## src/rtl/dac_stat_pkg.sv

```systemverilog
// Shared types and constants for the DAC channel statistics collector.
package dac_stat_pkg;

  typedef enum logic [1:0] {
    IDLE,
    RUN,
    DONE
  } stat_state_t;

  localparam int unsigned STAT_CFG_CLEAR_BIT = 0;
  localparam int unsigned STAT_CFG_CONT_BIT  = 1;

  // Fill bits for the accumulator reset values, replicated to the sample width.
  localparam logic MIN_INIT = 1'b1;
  localparam logic MAX_INIT = 1'b0;

endpackage

```

## src/rtl/dac_stat_acc.sv

```systemverilog
// Min/max/saturating-count accumulator for one statistics window.
module dac_stat_acc
  import dac_stat_pkg::*;
#(
  parameter int unsigned DW = 8,
  parameter int unsigned CW = 32
) (
  input  logic          clk,
  input  logic          reset,
  input  logic          clr,
  input  logic          seed,
  input  logic          en,
  input  logic [DW-1:0] sample,
  output logic [DW-1:0] acc_min,
  output logic [DW-1:0] acc_max,
  output logic [CW-1:0] acc_count
);

  always_ff @(posedge clk or posedge reset) begin
    if (reset) begin
      acc_min   <= {DW{MIN_INIT}};
      acc_max   <= {DW{MAX_INIT}};
      acc_count <= '0;
    end else if (clr) begin
      acc_min   <= {DW{MIN_INIT}};
      acc_max   <= {DW{MAX_INIT}};
      acc_count <= '0;
    end else if (seed) begin
      // The sample landing in a window-end cycle opens the next window.
      acc_min   <= sample;
      acc_max   <= sample;
      acc_count <= CW'(1);
    end else if (en) begin
      if (sample < acc_min) acc_min <= sample;
      if (sample > acc_max) acc_max <= sample;
      if (acc_count != '1) acc_count <= acc_count + CW'(1);
    end
  end

endmodule

```

## src/rtl/dac_channel_stat.sv

```systemverilog
// Per-channel min/max/count statistics over one-shot or auto-rearming sample windows.
module dac_channel_stat
  import dac_stat_pkg::*;
#(
  parameter int unsigned DW = 8,
  parameter int unsigned CW = 32
) (
  input  logic          clk,
  input  logic          reset,
  input  logic          sample_valid,
  input  logic [DW-1:0] sample,
  input  logic [1:0]    stat_cfg,
  input  logic [CW-1:0] stat_limit,
  output logic [DW-1:0] stat_min,
  output logic [DW-1:0] stat_max,
  output logic [CW-1:0] stat_count,
  output logic          stat_done
);

  stat_state_t   state, state_next;
  logic          clear, cont, win_end;
  logic          acc_clr, acc_seed, acc_en, pub_acc, done_next;
  logic [DW-1:0] acc_min, acc_max;
  logic [CW-1:0] acc_count;

  assign clear   = stat_cfg[STAT_CFG_CLEAR_BIT];
  assign cont    = stat_cfg[STAT_CFG_CONT_BIT];
  // Live limit: lowering it below the running count ends the window at once.
  assign win_end = (state == RUN) && (stat_limit != '0) && (acc_count >= stat_limit);

  always_ff @(posedge clk or posedge reset) begin
    if (reset) state <= IDLE;
    else       state <= state_next;
  end

  always_comb begin
    state_next = state;
    if (clear) begin
      state_next = IDLE;
    end else begin
      unique case (state)
        IDLE:    state_next = RUN;
        RUN:     if (win_end && !cont) state_next = DONE;
        DONE:    state_next = DONE;
        default: state_next = IDLE;
      endcase
    end
  end

  always_comb begin
    acc_clr   = 1'b0;
    acc_seed  = 1'b0;
    acc_en    = 1'b0;
    pub_acc   = 1'b0;
    done_next = 1'b0;
    if (clear) begin
      acc_clr = 1'b1;
    end else begin
      unique case (state)
        RUN: begin
          if (win_end) begin
            pub_acc   = 1'b1;
            done_next = 1'b1;
            if (cont) begin
              acc_seed = sample_valid;
              acc_clr  = !sample_valid;
            end
          end else begin
            acc_en  = sample_valid;
            pub_acc = !cont;
          end
        end
        DONE: begin
          done_next = 1'b1;
          pub_acc   = !cont;
        end
        default: ;
      endcase
    end
  end

  dac_stat_acc #(.DW(DW), .CW(CW)) u_acc (
    .clk       (clk),
    .reset     (reset),
    .clr       (acc_clr),
    .seed      (acc_seed),
    .en        (acc_en),
    .sample    (sample),
    .acc_min   (acc_min),
    .acc_max   (acc_max),
    .acc_count (acc_count)
  );

  always_ff @(posedge clk or posedge reset) begin
    if (reset) begin
      stat_min   <= {DW{MIN_INIT}};
      stat_max   <= {DW{MAX_INIT}};
      stat_count <= '0;
      stat_done  <= 1'b0;
    end else begin
      stat_done <= done_next;
      if (clear) begin
        stat_min   <= {DW{MIN_INIT}};
        stat_max   <= {DW{MAX_INIT}};
        stat_count <= '0;
      end else if (pub_acc) begin
        stat_min   <= acc_min;
        stat_max   <= acc_max;
        stat_count <= acc_count;
      end
    end
  end

endmodule

```

## config.mk

```make
export PLATFORM = sky130hd
export DESIGN_NAME = dac_channel_stat
export DESIGN_NICKNAME = d
export VERILOG_FILES = /design/src/rtl/dac_stat_pkg.sv /design/src/rtl/dac_stat_acc.sv /design/src/rtl/dac_channel_stat.sv
export SDC_FILE = /design/constraint.sdc
export NUM_CORES = 1
export LEC_CHECK = 0
export CAP_MARGIN = 10
export CORE_UTILIZATION = 64
export DETAILED_ROUTE_END_ITERATION = 10
export DONT_BUFFER_PORTS = 1
export PLACE_DENSITY = 0.88
export SYNTH_ARGS = -nofsm -noshare
export SYNTH_HDL_FRONTEND = slang
export SYNTH_SLANG_ARGS = --single-unit
```

## constraint.sdc

```tcl
create_clock -name clk -period 3.16 [get_ports clk]
set_input_delay 0.158 -clock clk [delete_from_list [all_inputs] [get_ports clk]]
set_output_delay 0.158 -clock clk [all_outputs]
set_load 0.01 [all_outputs]
```

==> metrics.md <==
| Metric | Value |
|---|---|
| Critical Path Max Stage Delay | `around 0.47 ns` |
| Yosys top cell area share | `between 30% and 40%` |
| Warnings, synthesis | `0` |
| Root buf cell | `clkbuf_8` |
| Met1 Use GR | `39.89%` |
| Starting Density | `about two thirds` |
| Net switching power | `around 930 uW` |
| Max_cap viols | `0` |
| CP delay by family, top | `simple AND/OR/NAND/NOR gates` |
| Row Count | `34` |
| Register clock-pin slew on the reported worst setup and hold paths | `0.10 ns` |
| Drt first pass iters | `5` |
| CTS tree | `yes` |
| H-tree levels | `3` |
| Busiest grt layer | `met2` |
| Pin count of the biggest net entering global routing | `57` |
| Min-Delay Path Class | `primary input to flop` |
| LEAKAGE | `between 3 and 4 nW` |
| Final count of hold timing violations | `0` |
| Fin Clk Skew | `approximately 0.0096 ns` |
| Sequential share of power | `between 50% and 60%` |
| Sequential area share after synthesis | `41.65%` |
| Area growth from synthesis to layout | `7.992%` |
| Crit share post-route | `a little over nine tenths` |
| WHS Endpoint | `u_acc.acc_min[7]` |
| Die X | `98.79 um` |
| Routed WL per cell | `roughly 20 um` |
| Post-layout util | `roughly 73%` |
| Clock sink total | `just under 100` |
| Total routing usage reported by global routing | `31.30%` |
| Most frequent cell after synthesis | `dfrtp_1` |
| Pint | `1.941 mW` |
| R2R Setup Slk | `approximately 0.13 ns` |
| Die height | `98.79 um` |
| Synthesized area | `roughly 6000 um2` |
| Antenna Cells | `0` |
| Combinational fraction of design power | `between 20% and 30%` |
| Switching Share | `between 30 and 40%` |
| Antenna Nets Post-Route | `0` |
| Max-slew headroom | `40.06%` |
| Post-synth top flop | `dfrtp_1` |
| Critical R2R Capture | `u_acc.acc_min[0]` |
| Crit Reg-Reg Startpoint | `u_acc.acc_count[27]` |
| Syn_nets | `~700` |
| First-pass GRT wire length | `between 20,000 and 25,000 um` |
| Met3 usage | `under 10%` |
| Ranking of synthesized cells by area | `dfrtp_1 35%, ha_1 11%, mux2i_1 9.7%, dfstp_2 7.0%, a21oi_1 3.7%` |
| CP Data Arrival Time | `3.34 ns` |
| Routed vias/inst | `6.736` |
| WHS Path Cells | `2` |
| Routability cong. | `slightly below 0.9` |
| Post-synth EDFFs | `0` |
| FMAX | `roughly 0.33 GHz` |
| Via count | `between 4k and 5k` |
| Critical Path End Type | `flop` |
| Crit path buf inv count | `0` |
| Synth Area per Inst | `around 9.7 um2` |
| Outcome | `finished clean` |
| Final Max Slew Viols | `0` |
| Hold path start | `sample[7]` |
| Power Dens Cells | `roughly 440 nW/um2` |
| Yosys reg bits | `between 90 and 100` |
| Synth cell count leaders | `83 x dfrtp_1, 58 x mux2i_1, 55 x inv_1, 51 x ha_1, 50 x nor2_1` |
| CP required | `about 3.5 ns` |
| Async SR Flop Fraction | `100.0%` |
| Longest Clk Path Bufs | `2` |
| CP max-delay cell | `dfrtp_1` |
| Critical path class | `flop to flop` |
| GRT overflow | `0` |
| Worst Setup Start Kind | `flop` |
| Post-Route WL | `approximately 15,000 um` |
| Final setup viols | `0` |
| DR DRC count | `0` |
| Clock Power Share | `26.8%` |
| Slew @ Worst Pin | `0.8992 ns` |
| Vias in the first global route | `4,872` |
| Layout Nets | `slightly above 700` |
| Tot Pwr | `approximately 2.9 mW` |
| Reg2reg path depth | `8` |
| VDD IR-drop max | `around 0.00032 V` |
| Dpl hpwl | `a little over 10,000 um` |
| CTS buffer count | `9` |
| Initial DRC count | `just under 300` |
| PortBufs | `0` |
| GRT met2 Usage | `51.96%` |
| Worst-path cell chain | `ha_1, nand4_1, nor4_4, o211ai_1, a311o_1, and3_1, o41ai_4, mux2_4` |
| Crit path time final | `approximately 3 ns` |
| Core ar. | `roughly 8900 um2` |
| Synth area leader | `dfrtp_1` |
| Distinct cell type count after synthesis | `50` |
| # IOs | `94` |
| Share of cells above drive strength 1 | `roughly 10%` |
| Post-Syn Instances | `roughly 600` |
| Initial antenna violation count | `0` |
| CP max FO | `8` |
| Worst-Skew Late Latency | `about 0.37 ns` |
| Die area | `approximately 9800 um2` |
-- flip-flops by register name, summed over array words and instances (netlist names) --
register and count:
u_acc.acc_min 8, stat_max 8, stat_count 32, u_acc.acc_max 8, state 2, u_acc.acc_count 32, stat_min 8, stat_done 1
-- logic make-up (layout without fill, tap and decap cells) --
logic type      after synthesis  count (layout)  share of synthesized area [%]
simple gates                209             209                          18.53
compound gates              115             116                          13.61
flops                        99              99                          41.65
buf+inv                      82              98                          5.300
mux                          60              60                          10.12
fa+ha+maj                    51              51                          10.64
xor+xnor                      1               1                         0.1461
-- metal layers --
layer	vias up	wire length, um
li1	2276	-
met1	2446	6062
met2	235	7275
met3	41	1229
met4	0	328
met5	-	0
-- worst max-delay path by stage --
stage / depth (start not counted) / from / end
after floorplan: 1 / reset / stat_count[0]
after global placement: 8 / u_acc.acc_count[27] / u_acc.acc_min[0]
after detailed placement: 8 / u_acc.acc_count[27] / u_acc.acc_min[0]
after CTS: 8 / u_acc.acc_count[27] / u_acc.acc_min[0]
after global routing: 9 / u_acc.acc_count[27] / u_acc.acc_max[3]
final: 8 / u_acc.acc_count[27] / u_acc.acc_min[0]
-- power by group through the flow --
stage / sequential (mW) / combinational (mW) / clock (mW)
floorplan: 1.45 / 0.499 / 0
global placement: 1.46 / 0.576 / 0
detailed placement: 1.47 / 0.604 / 0
CTS: 1.44 / 0.636 / 0.780
global route: 1.45 / 0.719 / 0.834
finish: 1.44 / 0.656 / 0.770
-- what timing repair did --
action	in CTS	in global routing
resized for setup	0	2
setup buffers	0	0
endpoints found under the setup margin	0	43
hold buffers	11	0
endpoints found under the hold margin	84	0
-- per-stage QoR --
stage / cells / setup WS, ns / setup TNS, ns / area (um2) / hold slack (ns)
2_1_floorplan: 617 / 0.4381 / 0 / 5996 / 0.2951
3_3_place_gp: 714 / 0.1915 / 0 / 6151 / 0.08894
3_5_place_dp: 714 / 0.1010 / 0 / 6151 / 0.09289
4_1_cts: 741 / 0.09281 / 0 / 6451 / 0.008124
5_1_grt: 742 / -0.03136 / -0.09384 / 6475 / 0.004116
6_report: 742 / 0.1252 / 0 / 6475 / 0.009727
-- cell usage in the layout (no fill, tap or decap), types with 4 or more instances in the layout --
cell type      netlist  final
dfrtp_1             83     83
mux2i_1             58     58
inv_1               55     54
ha_1                51     51
nor2_1              50     50
a21oi_1             44     44
nand2_1             41     41
nand3_1             21     21
nand4_1             18     18
o31ai_1             18     18
or4_1               18     18
o21ai_0             16     16
buf_4                0     16
dfstp_2             16     16
nor4_1              16     15
and3_1              10     10
clkbuf_8             0     10
dlygate4sd3_1        0     10
o211ai_1             9      9
or3_1                7      7
nor2b_1              5      5
nor3_1               5      5
and4_1               5      5
and2_1               4      4
nand2b_1             4      4
clkinvlp_4           0      4
-- cell type report --
cell class	count	area, um2
Multi-Input combinational cell	437	3213
Sequential cell	99	2497
Fill cell	625	2416
Timing Repair Buffer	27	240.2
Inverter	55	209.0
Clock buffer	11	141.4
Tap cell	108	135.1
Clock inverter	5	38.79
Note: power is estimated with default switching activity, not from simulation.
